`config.mk`:
```
export PLATFORM = sky130hd
export DESIGN_NAME = byte_word_loader
export DESIGN_NICKNAME = d
export VERILOG_FILES = /design/src/rtl/byte_word_loader.sv
export SDC_FILE = /design/constraint.sdc
export NUM_CORES = 1
export LEC_CHECK = 0
export ABC_AREA = 0
export CAP_MARGIN = 20
export CORE_ASPECT_RATIO = 1.4
export CORE_MARGIN = 2
export CORE_UTILIZATION = 47
export DETAILED_ROUTE_END_ITERATION = 8
export HOLD_SLACK_MARGIN = 0.02
export PLACE_DENSITY_LB_ADDON = 0.2
export SYNTH_ARGS = -nofsm -noshare
export SYNTH_HDL_FRONTEND = slang
export SYNTH_SLANG_ARGS = --single-unit
```
`constraint.sdc`:
```
create_clock -name i_clk -period 1.8 [get_ports i_clk]
set_input_delay 0.18 -clock i_clk [delete_from_list [all_inputs] [get_ports i_clk]]
set_output_delay 0.18 -clock i_clk [all_outputs]
set_load 0.05 [all_outputs]
```
`src/rtl/byte_word_loader.sv`:
```
// rtl/byte_word_loader.sv - packs a byte stream into words and drives a one-cycle load strobe
// Optional build macro BIG_ENDIAN_EN: the first byte of each word lands in the most significant lane.
module byte_word_loader #(
    parameter int BYTE_W         = 8,
    parameter int BYTES_PER_WORD = 4,
    localparam int WORD_W        = BYTE_W * BYTES_PER_WORD,
    localparam int CNT_W         = (BYTES_PER_WORD > 1) ? $clog2(BYTES_PER_WORD) : 1
) (
    input  logic              i_clk,
    input  logic              i_clear_n,
    input  logic [BYTE_W-1:0] i_in_data,
    input  logic              i_in_valid,
    output logic              o_in_ready,
    input  logic              i_abort,
    output logic [WORD_W-1:0] o_out_data,
    output logic              o_out_valid,
    input  logic              i_out_ready,
    output logic              o_load,
    output logic [CNT_W-1:0]  o_byte_cnt
);

    typedef enum logic {
        ST_FILL = 1'b0,
        ST_FULL = 1'b1
    } state_t;

    localparam logic [CNT_W-1:0] LAST_CNT = CNT_W'(BYTES_PER_WORD - 1);

    state_t            r_state;
    logic              r_out_valid;
    logic [CNT_W-1:0]  r_byte_cnt;
    logic [WORD_W-1:0] r_shift;
    logic [WORD_W-1:0] r_out_data;

    logic              w_in_ready;
    logic              w_take;
    logic [CNT_W-1:0]  w_lane;
    logic [WORD_W-1:0] w_shift_next;

    // While a word is waiting, a new byte may only enter in the cycle the word leaves.
    assign w_in_ready = (r_state == ST_FILL) || i_out_ready;
    assign w_take     = i_in_valid && w_in_ready && !i_abort;

`ifdef BIG_ENDIAN_EN
    assign w_lane = LAST_CNT - r_byte_cnt;
`else
    assign w_lane = r_byte_cnt;
`endif

    always_comb begin
        w_shift_next = r_shift;
        w_shift_next[int'(w_lane) * BYTE_W +: BYTE_W] = i_in_data;
    end

    always_ff @(posedge i_clk or negedge i_clear_n) begin
        if (!i_clear_n) begin
            r_state     <= ST_FILL;
            r_out_valid <= 1'b0;
            r_byte_cnt  <= '0;
            r_shift     <= '0;
            r_out_data  <= '0;
        end else if (w_take) begin
            r_shift <= w_shift_next;
            if (r_byte_cnt == LAST_CNT) begin
                r_out_data  <= w_shift_next;
                r_byte_cnt  <= '0;
                r_state     <= ST_FULL;
                r_out_valid <= 1'b1;
            end else begin
                r_byte_cnt  <= r_byte_cnt + CNT_W'(1);
                r_state     <= ST_FILL;
                r_out_valid <= 1'b0;
            end
        end else begin
            // In FULL the count is already zero, so abort only matters for a partial word.
            if (i_abort && r_state == ST_FILL) begin
                r_byte_cnt <= '0;
            end
            if (r_state == ST_FULL && i_out_ready) begin
                r_state     <= ST_FILL;
                r_out_valid <= 1'b0;
            end
        end
    end

    assign o_in_ready  = w_in_ready;
    assign o_out_valid = r_out_valid;
    assign o_out_data  = r_out_data;
    assign o_byte_cnt  = r_byte_cnt;
    assign o_load      = r_out_valid && i_out_ready;

endmodule

```
After elaboration in Yosys (flattened, before gate mapping):

Index checks and enable logic that the tools add are counted.

* flip-flop bits (word level): 67
* output and inout bits: 37
* logic and storage cells: 26

* $add $sub $neg: 2
* eq/ne operators: 1
* shifts and indexed selects: 2
* multiplexer cells: 7
* bitwise gates (word level): 1
* reductions and logical operators: 9

Operators by type and width (count)
* $neg A5 Y33: 1
* $shift A8 B33 Y32 const A: 1
* $shiftx A8 B33 Y32: 1
* $bwmux W32: 1
* $mux W2: 3
* $logic_and A1 B1 Y1: 4
* $reduce_bool A2 Y1: 2
* $mux W1: 3
* $add A2 B1 Y2 const B: 1
* $eq A2 B2 Y1 const B: 1
* $reduce_and A2 Y1: 1
* $logic_not A1 Y1: 1
* $logic_or A1 B1 Y1: 1
* $not A1 Y1: 1

Depth between registers and ports, before layout:

* depth in word-level cells: 5
* depth in mapped cells: 8

Worst setup path before layout:

OpenSTA, ideal clock, no wires.

* path type: reg2reg
* start: register r_byte_cnt[0], in the netlist o_byte_cnt[0]
* end: register r_shift[0]
* library setup time: 0.066 ns
* arrival time: 2.213 ns
* slack: -0.479 ns
* cell stages (with the launch flop): 9
* path buffers: 3
* period minus slack after synthesis: 2.279 ns
* cell sequence: dfrtp_1 inv_1 ha_1 buf_2 nor4bb_1 buf_2 and3_1 buf_2 a22o_1

* cells in the longest elaborated chain, start to end: 3
* elaborated cells between the ends (all ways): 4

RTL lines
* start, declared: RTL line 31 `logic [CNT_W-1:0] r_byte_cnt;`
* start signal, assigned: RTL line 70 `r_byte_cnt <= r_byte_cnt + CNT_W'(1);`
* $neg A5 Y33 *: RTL line 52 `w_shift_next[int'(w_lane) * BYTE_W +: BYTE_W] = i_in_data;`
* $shiftx A8 B33 Y32 / $shift A8 B33 Y32 (equally long branches): RTL line 52
* $bwmux W32 *: RTL line 52
* end signal, assigned: RTL line 63 `r_shift <= w_shift_next;`
* end, declared: RTL line 32 `logic [WORD_W-1:0] r_shift;`

Every way passes the cells marked *; elsewhere a longest branch is shown, timed or not.
A chain may end at the register's enable or synchronous reset.

Worst setup path in the final report:

* start: register r_byte_cnt[0], in the netlist o_byte_cnt[0]
* end: register r_out_data[17], in the netlist o_out_data[17]

* cells in the longest elaborated chain, start to end: 3
* elaborated cells between the ends (all ways): 6

RTL lines
* $neg A5 Y33: RTL line 52
* $shiftx A8 B33 Y32 / $shift A8 B33 Y32 (equally long branches): RTL line 52
* $bwmux W32: RTL line 52
* end signal, assigned: RTL line 65 `r_out_data <= w_shift_next;`
* end, declared: RTL line 33 `logic [WORD_W-1:0] r_out_data;`

Parallel ways exist; a longest one is shown, timed or not.

==> flow_summary.ini <==
[status]
status = completed

[power]
power_per_cell_area_nw_per_um2 = 1053
irDropWorstVdd_mv = 1.063
power_mw = 4.086
p_leak_nw = 1.675

[logic_synthesis]
synth_top_area_share = 0.5217
ys_ff_latch = 59
async_reset_ff_frac = 1.000
synth_cell_types = 36
yosysWarnings = 0
ys.flop_type = dfrtp_1
yosysTopAreaCell = dfrtp_1
synthTopCellsByArea = dfrtp_1, a32o_1, mux2_2
syn_area_um2 = 2830
syn_nets = 271
synth_seq_area_share = 0.5217
syn-mean-instance-area_um2 = 11.19
netlist_instances = 253
synth-edff-count = 0

[critical_path]
worst_setup_path_end_kind = flip-flop
critPathArrivalTime_ns = 2.03
critPathRequiredTime_ns = 2.08
critPathLaunchType = flip-flop
cpLargestDelayFamily = simple AND/OR/NAND/NOR gates
crit_path_top_delay_cell = or4b_4
crit_fanout = 5
critical_path.cell_chain = inv_6 > ha_4 > or4b_4 > buf_4 > o22ai_1 > mux2_4
path_class = reg -> reg
crit_path_max_incr_delay_ns = 0.60
path_buf_inv = 2

[global_routing]
overflow = 0
grt_pass1_wl_um = 11270
track_usage = 0.2173
antenna_found_initial = 0
grt_max_degree = 41
grt_pass1_vias = 2235

[hold_path]
hp-class = in -> async

[layout]
num-nets-final = 329
final_util = 0.6667
antennaDiodeCount = 0
final_common_cell = dfrtp_1
area_growth_syn_to_layout_pct = 37.14
n_fill_cell = 475
drive_gt1_frac = 0.2563
final_cell_mix = dfrtp_1, clkdlybuf4s50_1, buf_4
stdcell_count = 386

[timing]
clock-skew-final_ns = 0.01043
holdWs_ns = 0.3439
max_slew_margin = 0.6631
worst_slew_pin_slew_ns = 0.5038
setup_ws_ns = 0.04563
fmax_mhz = 570.0
final-hold-violation-count = 0
drv_slew = 0
period_needed_ns = 1.754
setup_viol = 0
timing.final.crit_share = 0.9747

[die]
die_h_um = 95.82
core-area_um2 = 5822
fp.dieArea_um2 = 6667
dieWidth_um = 69.59
row_count = 33
start_util = 0.4861
io_pins = 50

[clocking]
clk_latency_ns = 0.33
clk_path_buf_depth = 2
cts_buffers = 9
path_clk_slew_ns = 0.08
clkSinkCount = 59
htree_levels = 3
cts_tree = done
cts_root_buffer = clkbuf_8

[detailed_routing]
drtPass1Iterations = 4
routed_via_density = 5.668
wl_per_cell_um = 17.09
drtAntennaViolNets = 0
vias = 2188
wl_um = 6597
drt_iter0_drc = 85
drc = 0

[placement]
pre_cts_ws_ns = -0.01779
place_hpwl_um = 4596
numPortBuffers = 49
gp_congestion = 0.7910
dpl.cell_count = 367

[job]
cap_violations = 0
==> sequential cells by signal, summed over array words and instances, names as in the netlist <==
name         flops
o_out_data      32
r_shift         24
o_byte_cnt       2
o_out_valid      1
==> metal layers <==
metal | up-vias | part of all wire | track usage
met5 | - | 0 | 0
li1 | 1034 | - | -
met2 | 56 | 0.50 | 0.3550
met3 | 9 | 0.039 | 0.05131
met4 | 0 | 0.017 | 0.08333
met1 | 1089 | 0.44 | 0.2824
==> repair_timing <==
item / 4_1_cts / 5_1_grt
hold buffers: 1 / 0
hold endpoints to repair: 19 / 0
setup buffers: 0 / 2
endpoints found under the setup margin: 0 / 22
gates resized for setup: 0 / 4
==> area by class of cell <==
class	instances	area [µm²]	area share
Sequential cell	59	1483	0.3820
Multi-Input combinational cell	146	1260	0.3246
Timing Repair Buffer	74	740.7	0.1908
Clock buffer	10	137.6	0.03546
Clock inverter	6	88.84	0.02289
Tap cell	70	87.58	0.02257
Inverter	21	83.83	0.02160
==> path summary, 6_finish.rpt <==
| path | from | cells past startpoint | end | slack, ns |
|---|---|---|---|---|
| min in group i_clk | r_shift[10]$_DFFE_PN0P_ | 1 | r_shift[10]$_DFFE_PN0P_ | 0.49 |
| max in group asynchronous | i_clear_n | 3 | o_out_data[4]$_DFFE_PN0P_ | 0.87 |
| setup / recovery | o_byte_cnt[0]$_DFFE_PN0P_ | 6 | o_out_data[17]$_DFFE_PN0P_ | 0.05 |
| hold reg to reg | r_shift[10]$_DFFE_PN0P_ | 1 | r_shift[10]$_DFFE_PN0P_ | 0.49 |
| hold / removal | i_clear_n | 2 | r_shift[11]$_DFFE_PN0P_ | 0.34 |
| setup reg to reg | o_byte_cnt[0]$_DFFE_PN0P_ | 6 | o_out_data[17]$_DFFE_PN0P_ | 0.05 |
==> synthesized netlist by cell type (2+ instances only) <==
master	number
nand2_1	10
nor2_4	2
nand2b_1	3
a31oi_1	8
a21oi_1	16
mux2_1	2
buf_6	4
nand3_1	12
and2_1	5
mux2_2	14
a32o_1	20
a22o_1	12
buf_1	7
clkbuf_1	8
and3_1	2
ha_1	5
and2b_1	7
o22ai_1	14
dfrtp_1	59
buf_2	7
nor2b_1	2
inv_1	20
==> stage by stage <==
step | setup TNS [ns] | area (µm²)
floorplan | -3.059 | 2975
global placement | -0.1514 | 3590
detailed placement | -0.1661 | 3590
CTS | 0 | 3826
global route | -0.008835 | 3881
finish | 0 | 3881
==> power by group <==
part | switching [mW] | total [mW] | internal, mW
Combinational | 0.719 | 1.17 | 0.447
Sequential | 0.0850 | 1.56 | 1.48
Clock | 0.542 | 1.36 | 0.817
==> cell families (layout without fill, tap and decap cells) <==
kind of cell | count (synthesis) | after routing | share of synthesized area
buffers and inverters | 48 | 111 | 0.07869
flip-flops | 59 | 59 | 0.5217
AO/OA/AOI/OAI | 75 | 75 | 0.2012
adder cells (fa/ha/maj) | 5 | 5 | 0.02210
multiplexers | 16 | 16 | 0.06366
AND/OR/NAND/NOR | 50 | 50 | 0.1127
No activity file was read; power rests on OpenSTA's default activity.
